**src/rtl/demux_1x4_reg.sv**
```systemverilog
// demux_1x4_reg: 1-to-4 registered demultiplexer with a per-channel valid/ack handshake.
// Define DEMUX_ERR_EN to add the sticky err output that flags dropped words.
module demux_1x4_reg #(
  parameter int W = 1
) (
  input  logic         clk,
  input  logic         rst_n,
  input  logic         s1,
  input  logic         s0,
  input  logic [W-1:0] d,
  input  logic         vld,
  output logic         rdy,
  output logic [W-1:0] o0,
  output logic [W-1:0] o1,
  output logic [W-1:0] o2,
  output logic [W-1:0] o3,
  output logic         v0,
  output logic         v1,
  output logic         v2,
  output logic         v3,
  input  logic         ack0,
  input  logic         ack1,
  input  logic         ack2,
`ifdef DEMUX_ERR_EN
  output logic         err,
`endif
  input  logic         ack3
);

  typedef enum logic {
    EMPTY = 1'b0,
    FULL  = 1'b1
  } chan_state_e;

  logic [1:0]          sel;
  logic [3:0]          ack_vec;
  logic [3:0]          full_vec;
  logic [3:0][W-1:0]   data_vec;
  logic                accept;

  assign sel     = {s1, s0};
  assign ack_vec = {ack3, ack2, ack1, ack0};

  // A FULL channel can still take a word when its consumer drains it in the same cycle.
  assign rdy    = !full_vec[sel] || ack_vec[sel];
  assign accept = vld && rdy;

  genvar gi;
  generate
    for (gi = 0; gi < 4; gi++) begin : g_chan
      chan_state_e   state_q, state_d;
      logic [W-1:0]  data_q, data_d;
      logic          wr;

      assign wr = accept && (sel == 2'(gi));

      always_comb begin
        state_d = state_q;
        data_d  = data_q;
        if (wr) begin
          state_d = FULL;
          data_d  = d;
        end else if (ack_vec[gi] && (state_q == FULL)) begin
          state_d = EMPTY;
        end
      end

      always_ff @(posedge clk or negedge rst_n) begin
        if (!rst_n) begin
          state_q <= EMPTY;
          data_q  <= '0;
        end else begin
          state_q <= state_d;
          data_q  <= data_d;
        end
      end

      assign full_vec[gi] = (state_q == FULL);
      assign data_vec[gi] = data_q;
    end
  endgenerate

  assign o0 = data_vec[0];
  assign o1 = data_vec[1];
  assign o2 = data_vec[2];
  assign o3 = data_vec[3];
  assign v0 = full_vec[0];
  assign v1 = full_vec[1];
  assign v2 = full_vec[2];
  assign v3 = full_vec[3];

`ifdef DEMUX_ERR_EN
  logic err_q, err_d;

  // Sticky: once a word has been dropped, only reset clears the flag.
  assign err_d = err_q || (vld && !rdy);

  always_ff @(posedge clk or negedge rst_n) begin
    if (!rst_n) begin
      err_q <= 1'b0;
    end else begin
      err_q <= err_d;
    end
  end

  assign err = err_q;
`endif

endmodule

```
**config.mk**
```make
export PLATFORM = sky130hd
export DESIGN_NAME = demux_1x4_reg
export DESIGN_NICKNAME = d
export VERILOG_FILES = /design/src/rtl/demux_1x4_reg.sv
export SDC_FILE = /design/constraint.sdc
export NUM_CORES = 1
export LEC_CHECK = 0
export CAP_MARGIN = 10
export CELL_PAD_IN_SITES_DETAIL_PLACEMENT = 1
export CELL_PAD_IN_SITES_GLOBAL_PLACEMENT = 1
export CORE_UTILIZATION = 27
export CTS_BUF_LIST = sky130_fd_sc_hd__clkbuf_16
export CTS_CLUSTER_DIAMETER = 60
export DETAILED_ROUTE_END_ITERATION = 10
export PLACE_DENSITY = 0.83
export SYNTH_ARGS = -nofsm -noshare
export SYNTH_HDL_FRONTEND = slang
export SYNTH_SLANG_ARGS = --single-unit
export TNS_END_PERCENT = 50
```
**constraint.sdc**
```tcl
create_clock -name clk -period 1.35 [get_ports clk]
set_input_delay 0.27 -clock clk [delete_from_list [all_inputs] [get_ports clk]]
set_output_delay 0.27 -clock clk [all_outputs]
set_load 0.02 [all_outputs]
```
# Word-level counts from Yosys, hierarchy flattened
# Cells that the tools add are included.
# word_totals
reg_bits	8
wordCells	40
output_inout_bits	9
input_bits	10
# classes
mux	12
magnitude_cmp	1
eq_ne	3
n_reduce_logical	16
# op_table
operator	n
$mux W1	10
$logic_and A1 B1 Y1	9
$reduce_bool A2 Y1	4
$bmux W1 S2	2
$eq A2 B2 Y1 const B	2
$lt A2 B3 Y1 const B	1
$eq A2 B1 Y1 const B	1
$logic_not A2 Y1	1
$logic_not A1 Y1	1
$logic_or A1 B1 Y1	1

# Depth between registers and ports, before layout
# depth
ltp_word	7
ltp_mapped	3
ltp_nobuf	3

# Worst setup path before layout
# No wires, ideal clock.
# synth_path
kind	register to output
startpoint	reg g_chan[2].state_q, in the netlist v2
endpoint	out rdy
stages_incl_launch_ff	3
slack_ns	-0.060
required_ns	1.080
arrival_ns	1.140
path_buffers	0
cell_sequence	dfrtp_1 nand2b_1 mux4_1
# synth_between
elab_chain_len	4
# synth_rtl
element	line	text
start, declared	51	chan_state_e state_q, state_d;
start signal, assigned	73	state_q <= state_d;
$bmux W1 S2	45	assign rdy = !full_vec[sel] || ack_vec[sel];
$mux W1 (not written as such)	45	
$logic_not A1 Y1	45	
$logic_or A1 B1 Y1	45	
end, declared	12	output logic rdy,
# No other way between the ends. The select of a mux whose other input is x is not followed.

# Final worst setup path
# layout_path
startpoint	reg g_chan[3].state_q, in the netlist v3
endpoint	out rdy
# layout_between
elab_chain_len	4
# layout_rtl
element	line
start, declared	51
start signal, assigned	73
$bmux W1 S2	45
$mux W1 (not written as such)	45
$logic_not A1 Y1	45
$logic_or A1 B1 Y1	45
# No other way between the ends. The select of a mux whose other input is x is not followed.

==> results by group <==
Power and ir drop
  – Worst VDD drop: 1.46 mV
  – Power Total: 1.03 mW
  – PD cells: 1410 nW/µm²
  – Leak: 0.365 nW

Clock network
  – # H-tree levels: 1
  – Number of CTS-inserted buffers: 3
  – Clock Sinks: 8
  – Hold_buf cts: 0
  – Skew-Pair Late Insertion Delay: 0.23 ns
  – Clock tree buffer depth: 2
  – CTS tree: done
  – Clock slew at reported path FFs: 0.04 ns
  – Root Buffer: clkbuf_16

GRT
  – GRT Total Usage: 19.0%
  – Remaining Overflow, GRT: 0
  – Initial antenna violation count: 0
  – First-pass GRT wire length: 1810 µm
  – Pin count of the biggest net entering global routing: 9
  – Number of global-route vias before repair: 374

Yosys
  – Gate Count Post-Synth: 29
  – Post-Synth Simple-Gate Area: 22.7%
  – Synth area leaders: dfrtp_1 (54%), nand2b_1 (12%), mux2_2 (9.2%)
  – Syn. warnings: 0
  – Mux cell area share after synthesis: 20.3%
  – Post-synth ARST share: 100%
  – Area leader, netlist: dfrtp_1
  – Compound-gate portion of the synthesized area: 2.71%
  – Main combinational cell family by area after synthesis: simple AND/OR/NAND/NOR gates
  – Synth top area share: 54.2%
  – Synth unique cells: 11
  – Most instantiated library cell after synthesis: dfrtp_1
  – Synth Area in Adders: 0%
  – Sequential area share after synthesis: 54.2%
  – Syn nets: 39
  – Mapped cell area: 369 µm²
  – Synth Area per Inst: 12.7 µm²
  – Post-synth top flop: dfrtp_1
  – Synth Area in XOR/XNOR: 0%
  – Post-synth EDFFs: 0
  – Commonest cells in the netlist: dfrtp_1 (8), nand2b_1 (7), mux2_2 (3), nand2_1 (3), o21ai_0 (2)
  – Post-synthesis register bit count: 8

Worst setup path
  – Critical path launch point type: flip-flop
  – Crit end category: primary output
  – R2R setup slack: -0.01 ns
  – Register-to-Register Path Depth: 4
  – Critical Path AT: 1.30 ns
  – CP Cell Sequence: nand2b_4 -> mux4_2 -> buf_6
  – Critical path type: reg -> out
  – Largest stage delay on the critical path: 0.47 ns
  – Crit Path Max Fanout: 2
  – R2R Path End: o1
  – Critical Path RT: 1.08 ns
  – Reg-to-reg startpoint: v1
  – CP max stage cell: mux4_2

Layout
  – P&R area growth vs syn: 97.3%
  – Nets: 70
  – Antenna Cells: 0
  – Cell Count, Final, Fillers Out: 73
  – Share of layout cells above drive strength 1: 40.7%

STA
  – Final WS setup: -0.215 ns
  – Max Slew Vio Count: 0
  – Final period utilization: 116%
  – Clock skew: 0.00387 ns
  – Fin crit period: 1.57 ns
  – Final setup vio count: 2
  – Worst Tran Pin Value: 0.389 ns
  – Max Freq: 639 MHz
  – Worst slew margin: 74.0%
  – RSZ-0062 raised after global routing: yes
  – Final Hold Viols: 0

Drt
  – WL per Instance: 16.0 µm
  – Routed Antenna Nets: 0
  – Initial DRC count: 2
  – Via Count: 338
  – Vias per cell: 4.63
  – First-pass iteration count of the detailed router: 2
  – Residual DRC count: 0
  – Total Wirelength: 1170 µm

Floorplanning
  – Number of core rows: 12
  – Effective utilization at floorplan: 31.1%
  – Ports: 19
  – Core ar.: 1190 µm²
  – Chip height: 39.0 µm
  – Die area: 1520 µm²
  – Die width: 39.0 µm

Place
  – HPWL after DPL: 842 µm
  – Routability cong.: 0.666
  – Cells after DPL: 68
  – IO Port Bufs: 18

Flow run
  – Maxcap violations: 0

Min path
  – HP Class: in -> async

Status
  – Status: finished with violations
  – Failing checks: setup timing
==> report_power, final <==
group          leakage, nW  total [mW]  internal (mW)  switching, mW
clock network       0.0423       0.512          0.387          0.126
logic                0.224       0.216          0.112          0.104
registers           0.0981       0.299          0.276         0.0233
total                0.365        1.03          0.775          0.253
==> worst max-delay path, delay by kind of cell (launching register included) <==
kind	cells	cell delay, ns
buffers and inverters	1	0.15
DFF	1	0.38
muxes	1	0.47
and+or+nand+nor	1	0.06
==> routing by layer <==
| metal | vias to the layer above | GRT usage [%] | wire [µm] |
|---|---|---|---|
| met3 | 0 | 6.94 | 58 |
| met2 | 14 | 32.1 | 624 |
| met4 | 0 | 7.76 | 0 |
| met5 | - | 0 | 0 |
| met1 | 165 | 21.4 | 487 |
| li1 | 159 | - | - |
==> layout make-up <==
cell class,count,area (µm²)
fillers,141,458
flip-flops and latches,8,201
well taps,14,17.5
clock inverters,1,3.75
clock buffers,3,75.1
multi-input cells,21,203
repair buffers,26,228
==> flip-flops by register name, summed over array words and instances, names as in the netlist <==
signal and flops:
v0 1, v2 1, v1 1, o2 1, o3 1, v3 1
o1 1, o0 1
==> worst max path at each step <==
stage,start,endpoint
2_1_floorplan,v2,rdy
3_5_place_dp,ack2,rdy
6_report,v3,rdy
3_3_place_gp,ack2,rdy
5_1_grt,v2,rdy
4_1_cts,v3,rdy
==> cells in the final DEF, fill, tap and decap left out, types with 2 or more instances in the layout <==
cell	n
dlygate4sd2_1	14
clkbuf_16	3
dfrtp_1	7
o21ai_0	2
buf_4	7
buf_6	2
nand2b_1	3
nand2b_4	4
mux2_2	3
nand2_1	3
clkdlybuf4s50_1	2
==> timing repair <==
action,in CTS,in global routing
gates resized for setup,29,0
pin swaps,0,0
endpoints found under the setup margin,12,2
setup buffers,1,0
==> stage by stage <==
| step | setup TNS [ns] | hold slack, ns | util, % | setup slack (ns) | instance area [µm²] |
|---|---|---|---|---|---|
| finish | -0.229 | 0.328 | 61.4 | -0.215 | 728 |
| global route | -0.299 | 0.359 | 61.4 | -0.261 | 728 |
| CTS | -0.221 | 0.337 | 61.4 | -0.214 | 728 |
| detailed placement | -2.12 | 0.493 | 52.0 | -0.772 | 617 |
| global placement | -2.00 | 0.487 | 52.0 | -0.747 | 617 |
| floorplan | 0 | -0.0256 | - | 0.00779 | 367 |
==> logic make-up (layout without fill, tap and decap cells) <==
family                 Yosys count  after routing
flip-flops                       8              8
AND/OR/NAND/NOR                 14             14
multiplexers                     5              5
buffers and inverters            0             30
AO/OA/AOI/OAI                    2              2
Note: power is estimated with default switching activity, not from simulation.
